==> config.mk <==
export PLATFORM = sky130hd
export DESIGN_NAME = ray_coord_scheduler
export DESIGN_NICKNAME = d
export VERILOG_FILES = /design/src/rtl/ray_coord_scheduler.sv
export SDC_FILE = /design/constraint.sdc
export NUM_CORES = 1
export LEC_CHECK = 0
export CORE_MARGIN = 2
export CORE_UTILIZATION = 51
export CTS_CLUSTER_DIAMETER = 80
export CTS_CLUSTER_SIZE = 24
export DETAILED_ROUTE_END_ITERATION = 6
export GPL_TIMING_DRIVEN = 0
export PLACE_DENSITY_LB_ADDON = 0.08
export SLEW_MARGIN = 20
export SYNTH_ARGS = -nofsm -noshare
export SYNTH_HDL_FRONTEND = slang
export SYNTH_SLANG_ARGS = --single-unit
==> constraint.sdc <==
create_clock -name clk -period 3.3 [get_ports clk]
set_input_delay 0.66 -clock clk [delete_from_list [all_inputs] [get_ports clk]]
set_output_delay 0.66 -clock clk [all_outputs]
set_load 0.01 [all_outputs]
==> src/rtl/ray_coord_scheduler.sv <==
// ray_coord_scheduler: round-robin fixed-point screen coordinate issuer with credit tracking
module ray_coord_scheduler #(
  parameter int H_RES = 640,
  parameter int V_RES = 480,
  parameter int COORD_W = 32,
  parameter logic [COORD_W-1:0] STEP = 32'h00200000,
  parameter int NUM_LANES = 2,
  parameter int MAX_OUTSTANDING = 16
) (
  input  logic                                   clk,
  input  logic                                   rst,
  input  logic                                   start,
  input  logic                                   continuous,
  input  logic [NUM_LANES-1:0]                   lane_ready,
  input  logic                                   retire,
  output logic                                   issue_valid,
  output logic [NUM_LANES-1:0]                   issue_lane,
  output logic [COORD_W-1:0]                     coord_x,
  output logic [COORD_W-1:0]                     coord_y,
  output logic                                   sof,
  output logic                                   eol,
  output logic                                   frame_done,
  output logic                                   busy,
  output logic [$clog2(MAX_OUTSTANDING+1)-1:0]   outstanding
);
  localparam int XW = $clog2(H_RES);
  localparam int YW = $clog2(V_RES);
  localparam int LW = NUM_LANES > 1 ? $clog2(NUM_LANES) : 1;
  localparam int OW = $clog2(MAX_OUTSTANDING + 1);
  typedef enum logic [1:0] {IDLE, RUN, DRAIN} state_t;
  state_t state_q, state_d;
  logic cont_q, cont_d, pend_q, pend_d;
  logic [XW-1:0] x_q;
  logic [YW-1:0] y_q;
  logic [COORD_W-1:0] xa_q, ya_q, cx_q, cy_q;
  logic [LW-1:0] rr_q, sel;
  logic [NUM_LANES-1:0] lane_q;
  logic [OW-1:0] out_q, out_d;
  logic found, fire, last_x, last_y, iv_q, sof_q, eol_q;
  assign last_x = x_q == XW'(H_RES - 1);
  assign last_y = y_q == YW'(V_RES - 1);
  assign fire = state_q == RUN && out_q < OW'(MAX_OUTSTANDING) && found;
  assign frame_done = out_q == '0 && (state_q == DRAIN || (state_q == RUN && pend_q));
  assign busy = state_q != IDLE;
  assign issue_valid = iv_q;
  assign issue_lane = lane_q;
  assign coord_x = cx_q;
  assign coord_y = cy_q;
  assign sof = sof_q;
  assign eol = eol_q;
  assign outstanding = out_q;
  // pick the first ready lane at or after the round-robin pointer
  always_comb begin
    found = 1'b0;
    sel = rr_q;
    for (int i = 0; i < NUM_LANES; i++)
      for (int j = 0; j < NUM_LANES; j++)
        if (!found && lane_ready[j] && (int'(rr_q) + i == j || int'(rr_q) + i == j + NUM_LANES)) begin
          found = 1'b1;
          sel = LW'(j);
        end
  end
  // frame sequencing, continuous-mode latch, wrap-pending flag and credit count
  always_comb begin
    state_d = state_q;
    cont_d = cont_q;
    pend_d = (fire || frame_done) ? 1'b0 : pend_q;
    out_d = out_q + OW'(fire) - OW'(retire && out_q != '0);
    if (state_q == IDLE && start) begin
      state_d = RUN;
      cont_d = continuous;
    end else if (state_q == RUN && fire && last_x && last_y) begin
      state_d = cont_q ? RUN : DRAIN;
      cont_d = cont_q ? continuous : cont_q;
      pend_d = cont_q;
    end else if (state_q == DRAIN && out_q == '0) begin
      state_d = IDLE;
    end
  end
  // control state register
  always_ff @(posedge clk) begin
    if (rst) begin
      state_q <= IDLE;
      cont_q <= 1'b0;
      pend_q <= 1'b0;
      out_q <= '0;
    end else begin
      state_q <= state_d;
      cont_q <= cont_d;
      pend_q <= pend_d;
      out_q <= out_d;
    end
  end
  // issue registers, pixel indices and accumulated coordinates
  always_ff @(posedge clk) begin
    if (rst) begin
      iv_q <= 1'b0;
      lane_q <= '0;
      cx_q <= '0;
      cy_q <= '0;
      sof_q <= 1'b0;
      eol_q <= 1'b0;
      rr_q <= '0;
      x_q <= '0;
      y_q <= '0;
      xa_q <= '0;
      ya_q <= '0;
    end else begin
      iv_q <= fire;
      if (fire) begin
        lane_q <= NUM_LANES'(1) << sel;
        cx_q <= xa_q;
        cy_q <= ya_q;
        sof_q <= x_q == '0 && y_q == '0;
        eol_q <= last_x;
        rr_q <= (int'(sel) == NUM_LANES - 1) ? '0 : sel + 1'b1;
        x_q <= last_x ? '0 : x_q + 1'b1;
        xa_q <= last_x ? '0 : xa_q + STEP;
        if (last_x) begin
          y_q <= last_y ? '0 : y_q + 1'b1;
          ya_q <= last_y ? '0 : ya_q + STEP;
        end
      end
    end
  end
endmodule
## After elaboration in Yosys (flattened, before gate mapping)

Index checks and enable logic that the tools add are counted.

- Register bits after elaboration: 162
- Output and inout port bits: 76
- Input bits: 7
- Logic and storage cells: 94

- Reductions and logical operators: 38
- Multiplexer cells: 23
- Equality and inequality tests: 7
- Add/subtract/negate cells: 8
- $lt $le $gt $ge: 1
- Shifts and indexed selects: 1

Operators by type and width:

| operator | count |
|---|---|
| 32-bit by 22-bit adder with 32-bit output, second input constant | 2 |
| 32-bit logical NOT | 2 |
| 32-bit 2-to-1 mux | 2 |
| 32-bit by 2-bit equality test with 1-bit output, second input constant | 1 |
| 32-bit by 3-bit equality test with 1-bit output, second input constant | 1 |
| 1-bit logical AND | 18 |
| 1-bit 2-to-1 mux | 16 |
| 10-bit by 1-bit adder with 10-bit output, second input constant | 1 |
| 10-bit equality test, second input constant | 1 |
| 10-bit logical NOT | 1 |
| 10-bit 2-to-1 mux | 1 |
| 9-bit by 1-bit adder with 9-bit output, second input constant | 1 |
| 9-bit equality test, second input constant | 1 |
| 9-bit logical NOT | 1 |
| 9-bit 2-to-1 mux | 1 |
| 2-bit 2-to-1 mux | 3 |
| 2-bit nonzero test | 3 |
| 5-bit by 1-bit adder with 5-bit output | 1 |
| 5-bit logical NOT | 1 |
| 5-bit < comparator, second input constant | 1 |
| 5-bit nonzero test | 1 |
| 5-bit by 1-bit subtractor with 5-bit output | 1 |
| 2-bit equality test, second input constant | 2 |
| 1-bit logical OR | 4 |
| 9 further kinds | 11 |

## Longest topological paths before layout

Gate-level depths: netlist (run 1).

- Depth in word-level cells: 21
- Mapped depth: 13
- Mapped depth without buffers: 12

## Worst setup path before layout (run 1)

No wires, ideal clock.

- Kind: input to register
- Start: input lane_ready[0]
- End: register out_q[4], in the netlist outstanding[4]
- Buffers on the path: 1
- Cell stages on the path: 12
- Library setup time: 70 ps
- Setup slack: 223 ps
- Required time: 3,230 ps
- Arrival time: 3,007 ps
- Cells stage by stage: nor2_1 nor2_2 inv_2 clkbuf_1 ha_1 inv_1 ha_1 fa_1 a21oi_1 nor2_1 or3_1 a21oi_1

- Longest elaborated chain between the ends: 17

Ends and longest elaborated chain:

| element | line | text |
|---|---|---|
| start: declaration | 14 | `input logic [NUM_LANES-1:0] lane_ready,` |
| 1-bit logical AND | 58 | `if (!found && lane_ready[j] && (int'(rr_q) + i == j \|\| int'(rr_q) + i == j + NUM_LANES)) begin` |
| 1-bit 2-to-1 mux | 58 |  |
| 1-bit logical NOT | 58 |  |
| 1-bit logical AND (2 in series) | 58 |  |
| 1-bit 2-to-1 mux | 58 |  |
| 1-bit logical NOT | 58 |  |
| 1-bit logical AND (2 in series) | 58 |  |
| 1-bit 2-to-1 mux (*) | 58 |  |
| 1-bit logical NOT | 58 |  |
| 1-bit logical AND (2 in series) | 58 |  |
| 1-bit 2-to-1 mux (*) | 58 |  |
| 1-bit logical AND (*) | 42 | `assign fire = state_q == RUN && out_q < OW'(MAX_OUTSTANDING) && found;` |
| 5-bit by 1-bit adder with 5-bit output (*) | 68 | `out_d = out_q + OW'(fire) - OW'(retire && out_q != '0);` |
| 5-bit by 1-bit subtractor with 5-bit output (*) | 68 |  |
| end signal: assignment | 91 | `out_q <= out_d;` |
| end: declaration | 38 | `logic [OW-1:0] out_q, out_d;` |

Mark *: on every way between the ends. The rest lies on a longest branch, timed or not.
A chain may end at the register's enable or synchronous reset.

## Final worst setup path (run 1)

- Start: register out_q[3], in the netlist outstanding[3]
- End: register out_q[4], in the netlist outstanding[4]

- Longest elaborated chain between the ends: 5
- Elaborated cells on any way between the ends: 7
- Classes of those cells: add/sub (2); order compare (1); reduce/logical (4)

Ends and longest elaborated chain:

| element | line |
|---|---|
| 5-bit < comparator | 42 |
| 1-bit logical AND (2 in series) | 42 |
| 5-bit by 1-bit adder with 5-bit output | 68 |
| 5-bit by 1-bit subtractor with 5-bit output (*) | 68 |

Marks and branches as above.

==> impl_metrics.tcl, run 1 <==
set metrics [dict create \
    rsz0062_at_grt "false" \
    cts_tree "yes" \
    gp_congestion 0.8527 \
    ff2ff_path_depth 12 \
    final_common_cell "dfxtp_1" \
    startpoint "outstanding[3]" \
    fmax_mhz 323.5 \
    area_growth_pct 24.79 \
    die_w_um 90.26 \
    port-buffer-count 40 \
    syn_inst 459 \
    dp.cells 639 \
    drc_errors 0 \
    hold_viol_final 0 \
    rrSetupSlack_ns 0.21 \
    die_area_mm2 0.008147 \
    cp.required_ns 3.58 \
    post-route-period-util_pct 93.67 \
    clock_latency_ns 0.35 \
    final_cell_area_mm2 0.004736 \
    numCtsBuffers 9 \
    ios 83 \
    dp_slack_ns -0.9283 \
    worst_slack_ns 0.2088 \
    placed_area_mm2 0.004473 \
    yosys.cell_types.count 53 \
    endpoint_kind "register" \
    synthFlopType "dfxtp_1" \
    clock_sinks 77 \
    synth-edff-count 0 \
    overflow 0 \
    clkPwrFrac_pct 36.3 \
    dp.final_hpwl_um 5990 \
    hold_path_class "reg -> reg" \
    slew-limit-headroom_pct 60.64 \
    holdCritStartpoint "coord_x[22]" \
    ant_nets 0 \
    rr_startpoint "outstanding[3]" \
    async_flop_share_pct 0 \
    grt_usage_pct 20.64 \
    grt_pass1_wl_um 13960 \
    nFillCells 650 \
    viasPerCell 5.102 \
    rows 31 \
    grt_pass1_vias 3111 \
    period_needed_ns 3.091 \
    synth_area_mm2 0.003795 \
    routed_wirelength_um 8270 \
    nets 570 \
    synth.ff_latch_count 77 \
    pwr-share-comb_pct 21.8 \
    rr_endpoint "outstanding[4]" \
    grt_max_degree 14 \
    path_clk_slew_ns 0.08 \
    skew_ns 0.01301 \
    dr.pass1.iters 4 \
    status "finished, final reports clean" \
    layout_common_cells "dfxtp_1 (77), nand2_1 (62), a21oi_1 (53)" \
    start_kind "register" \
    worst_pin_slew_ns 0.5843 \
    holdPathEnd "coord_x[22]" \
    clockRootBuffer "clkbuf_8" \
    hold_depth 2 \
    p_seq_share_pct 41.9 \
    drv_slew 0 \
    layout-drive-gt1-share_pct 13.33 \
    core_mm2 0.007214 \
    worstPathMaxFanout 4 \
    die_h_um 90.26 \
    n_antenna_cell 0 \
    power.leakage_nw 1.780 \
    htree_num_levels 3 \
    power_density_mw_per_mm2 510.0 \
    stdcell_count 654 \
    setup_viol_count_final 0 \
    ir_drop_uv 532.0 \
    crit_type "reg -> reg" \
    tns_ns 0 \
    yosysWarnings 0 \
    arrival_ns 3.37 \
    internal-power_mw 1.753 \
    via_count 3337 \
    p_sw_share_pct 27.43 \
    syn_area_per_cell_um2 8.268 \
    initial_core_util_pct 52.60 \
    wire_per_inst_um 12.65 \
    ys_seq_area_share_pct 40.62 \
    switching_power_mw 0.6625 \
    antenna_found_initial 0 \
    cap_violations 0 \
    cts-root-to-sink-buffers 2 \
    postCtsSetupBuffers 0 \
    drt_iter0_drc 189 \
]
[flip-flops by register name, summed over array words and instances (netlist names), 2 cells and up]
name and count:
coord_x 11, coord_y 11, xa_q 11, ya_q 11
x_q 10, y_q 9, outstanding 5, state_q 2
[layout make-up]
| type | count | area, um2 | area share, % |
|---|---|---|---|
| flip-flops and latches | 77 | 1541 | 32.55 |
| clock inverters | 5 | 107.6 | 2.272 |
| clock buffers | 11 | 141.4 | 2.985 |
| repair buffers | 40 | 402.9 | 8.507 |
| multi-input cells | 342 | 1944 | 41.06 |
| well taps | 99 | 123.9 | 2.616 |
| inverters | 17 | 63.81 | 1.347 |
| plain buffers | 63 | 410.4 | 8.666 |
[per-layer routing]
| metal | vias to the layer above | track usage [%] | routed length, um | part of all wire, % |
|---|---|---|---|---|
| met2 | 86 | 34.84 | 3981 | 48 |
| li1 | 1698 | - | - | - |
| met3 | 15 | 3.923 | 421 | 5.1 |
| met5 | - | 0 | 0 | 0 |
| met1 | 1538 | 26.03 | 3741 | 45 |
| met4 | 0 | 8.333 | 125 | 1.5 |
[timing repair]
| action | CTS | global route |
|---|---|---|
| resized for setup | 1 | 4 |
| endpoints found under the setup margin | 4 | 1 |
| hold buffers | 0 | 0 |
[worst max path at each step]
| stage | to | slack [ns] | cells after the start |
|---|---|---|---|
| 2_1_floorplan | outstanding[4] | 0.22 | 12 |
| 3_3_place_gp | outstanding[4] | -0.86 | 13 |
| 3_5_place_dp | outstanding[4] | -0.93 | 13 |
| 4_1_cts | outstanding[4] | 0.002 | 12 |
| 5_1_grt | outstanding[4] | 0.06 | 12 |
| 6_report | outstanding[4] | 0.21 | 12 |
[stage by stage]
step,power [mW],utilization (%),hold slack [ns]
floorplan,1.386,-,0.4401
global placement,1.518,62.00,0.4432
detailed placement,1.548,62.00,0.4480
CTS,2.419,65.44,0.4582
global route,2.525,65.64,0.4799
finish,2.415,65.64,0.4562
[cells by family after synthesis]
| family | Yosys count | share of synthesized area [%] |
|---|---|---|
| other | 1 | 0.09882 |
| AND/OR/NAND/NOR | 180 | 24.60 |
| AO/OA/AOI/OAI | 90 | 13.65 |
| flip-flops | 77 | 40.62 |
| buffers and inverters | 81 | 12.59 |
| adder cells (fa/ha/maj) | 13 | 4.484 |
| multiplexers | 1 | 0.2638 |
| XOR/XNOR | 16 | 3.693 |
[critical path: stages, from the launching register on]
cell     delay (ns)
dfxtp_1        0.35
inv_1          0.09
ha_1           0.16
or4b_2         0.65
and2_1         0.19
ha_1           0.26
inv_1          0.04
ha_1           0.21
fa_2           0.38
a21oi_1        0.16
nor2_1         0.07
or3_1          0.34
a21oi_1        0.14
[synthesized netlist by cell type (2+ instances only)]
cell | number | area share [%]
dfxtp_1 | 77 | 41
nand2_1 | 62 | 6.1
a21oi_1 | 53 | 7.0
buf_4 | 43 | 8.5
nor2_1 | 32 | 3.2
inv_1 | 16 | 1.6
nand4_1 | 16 | 2.6
clkbuf_1 | 15 | 1.5
o21ai_0 | 14 | 1.8
or3_1 | 14 | 2.3
ha_1 | 12 | 4.0
xnor2_1 | 12 | 2.8
or4_1 | 10 | 2.0
o31ai_1 | 9 | 1.8
nand3_1 | 8 | 1.1
nor4_1 | 8 | 1.3
nor3_1 | 7 | 0.92
buf_2 | 4 | 0.53
nor2b_1 | 4 | 0.66
xor2_1 | 4 | 0.92
nor3b_1 | 3 | 0.59
a22oi_1 | 2 | 0.40
and2_1 | 2 | 0.33
o31a_1 | 2 | 0.46
or2_2 | 2 | 0.33
[power by group through the flow]
| stage | Combinational (mW) | Clock [mW] | Sequential [mW] |
|---|---|---|---|
| after floorplan | 0.348 | 0 | 1.04 |
| after global placement | 0.488 | 0 | 1.03 |
| after detailed placement | 0.518 | 0 | 1.03 |
| after CTS | 0.521 | 0.887 | 1.01 |
| after global routing | 0.581 | 0.926 | 1.02 |
| final | 0.527 | 0.876 | 1.01 |
Power figures use the tool's default switching activity.
==> inputs of run 2 (changes only) <==
- CORE_MARGIN: 2 -> 5
==> run 2 against run 1 <==
  * Final area decreased by 1.2%
  * Core utilization decreased by 1.1 points
  * Global-route usage decreased by 1.6 points
  * Worst hold slack got worse by 0.0014 ns
  * Fmax decreased by 1.1%
  * Setup slack got worse by 0.035 ns
  * Critical endpoint unchanged
  * Largest power group unchanged
==> impl_metrics.tcl, run 2 (synthesized netlist as in run 1, its figures left out) <==
set metrics [dict create \
    worst_pin_slew_ns 0.5991 \
    arrival_ns 3.40 \
    status "finished, final reports clean" \
    grt_max_degree 13 \
    post_cts_resized 1 \
    layout-drive-gt1-share_pct 13.18 \
    holdPathEnd "coord_x[31]" \
    internal-power_mw 1.604 \
    drt_iter0_drc 151 \
    slowest_stage "clkdlybuf4s50_1" \
    power_density_mw_per_mm2 478.1 \
    start_kind "input pin" \
    rows 31 \
    whs_ns 0.4548 \
    hold_viol_final 0 \
    cts-root-to-sink-buffers 2 \
    nFillCells 649 \
    cap_violations 0 \
    ir_drop_uv 449.7 \
    clock_latency_ns 0.35 \
    die_h_um 96.26 \
    port-buffer-count 40 \
    setup_viol_count_final 0 \
    dp.final_hpwl_um 6299 \
    cts_tree "yes" \
    power.leakage_nw 1.749 \
    routed_wirelength_um 8370 \
    drv_slew 0 \
    holdCritStartpoint "coord_x[31]" \
    grt_busiest_layer "met2" \
    antenna_found_initial 0 \
    post-route-period-util_pct 94.72 \
    skew_ns 0.005876 \
    clockRootBuffer "clkbuf_8" \
    viasPerCell 5.047 \
    final_common_cell "dfxtp_1" \
    postCtsSetupBuffers 0 \
    slowest_delay_ns 0.60 \
    wire_per_inst_um 12.82 \
    pwr-share-comb_pct 22.8 \
    tns_ns 0 \
    drc_errors 0 \
    worstPathMaxFanout 12 \
    dp_slack_ns -0.8930 \
    rr_startpoint "outstanding[3]" \
    ff2ff_path_depth 12 \
    cp_num_buf_inv 3 \
    stdcell_count 653 \
    overflow 0 \
    area_growth_pct 23.34 \
    use_met3_pct 4.848 \
    hold_depth 2 \
    fmax_mhz 319.9 \
    dp.cells 639 \
    grt_pass1_wl_um 13750 \
    gp_congestion 0.8457 \
    clock_sinks 77 \
    path_delay_family "adder cells" \
    ant_nets 0 \
    crit_chain "clkdlybuf4s50_1 -> nor2_4 -> nor2_4 -> inv_2 -> ha_1 -> inv_1 -> ha_1 -> fa_1 -> a21oi_1 -> nor2_1 -> or3_1 -> a21oi_1" \
    initial_core_util_pct 52.32 \
    p_seq_share_pct 45.2 \
    layout_common_cells "dfxtp_1 (77), nand2_1 (62), a21oi_1 (53)" \
    worst_slack_ns 0.1742 \
    cp.required_ns 3.58 \
    die_area_mm2 0.009266 \
    die_w_um 96.26 \
    crit_type "in -> reg" \
    clkPwrFrac_pct 32.0 \
    ios 83 \
    core_mm2 0.007253 \
    global_route.usage.met2_pct 31.11 \
    cts_hold_buffers 0 \
    grt_pass1_vias 3065 \
    p_sw_share_pct 28.34 \
    grt_util_met1_pct 23.95 \
    nets 570 \
    rsz0062_at_grt "false" \
    switching_power_mw 0.6341 \
    grt_usage_pct 19.01 \
    path_clk_slew_ns 0.07 \
    n_antenna_cell 0 \
    numCtsBuffers 9 \
    period_needed_ns 3.126 \
    rr_endpoint "outstanding[4]" \
    hold_path_class "reg -> reg" \
    endpoint_kind "register" \
    slew-limit-headroom_pct 59.79 \
    dr.pass1.iters 4 \
    rrSetupSlack_ns 0.22 \
    htree_num_levels 3 \
    via_count 3296 \
]
==> run 2: worst reg2reg max path, delay by kind of cell, from the launching register on <==
kind	cells	cell delay (ns)
AO/OA/AOI/OAI	2	0.29
adder cells (fa/ha/maj)	4	1.02
buffers and inverters	2	0.12
flip-flops	1	0.34
AND/OR/NAND/NOR	4	1.24
==> run 2: worst max path at each step <==
stage,startpoint,endpoint,slack (ns),cells after the start
floorplan,lane_ready[0],outstanding[4],0.22,12
global placement,lane_ready[0],outstanding[4],-0.87,13
detailed placement,lane_ready[0],outstanding[4],-0.89,13
CTS,lane_ready[0],outstanding[4],0.06,12
global route,lane_ready[0],outstanding[4],0.01,12
finish,lane_ready[0],outstanding[4],0.17,12
==> run 2: power by group through the flow <==
stage                     Sequential [mW]  Clock (mW)  Combinational [mW]
final                                1.01       0.717               0.511
after global routing                 1.02       0.772               0.578
after CTS                            1.01       0.730               0.513
after detailed placement             1.03           0               0.513
after global placement               1.03           0               0.490
after floorplan                      1.04           0               0.348
==> run 2: final cells by class <==
type,count,area [um2],share of cell area (%)
multi-input cells,342,1942,41.49
flip-flops and latches,77,1541,32.93
plain buffers,63,410.4,8.768
repair buffers,40,400.4,8.554
clock buffers,11,151.4,3.234
well taps,99,123.9,2.646
inverters,17,63.81,1.363
clock inverters,4,47.55,1.016
==> run 2: routing by layer <==
metal / share of wire (%) / vias to the layer above / wire length, um
met3: 5.2 / 13 / 435
li1: - / 1695 / -
met5: 0 / - / 0
met4: 1.5 / 0 / 123
met2: 47 / 82 / 3917
met1: 47 / 1506 / 3895
==> run 2: metrics by stage <==
step / cell area, um2 / power (mW) / util, %
final: 4681 / 2.238 / 64.53
after global routing: 4681 / 2.366 / 64.53
after CTS: 4671 / 2.253 / 64.40
after detailed placement: 4473 / 1.542 / 61.67
after global placement: 4473 / 1.521 / 61.67
after floorplan: 3949 / 1.386 / -
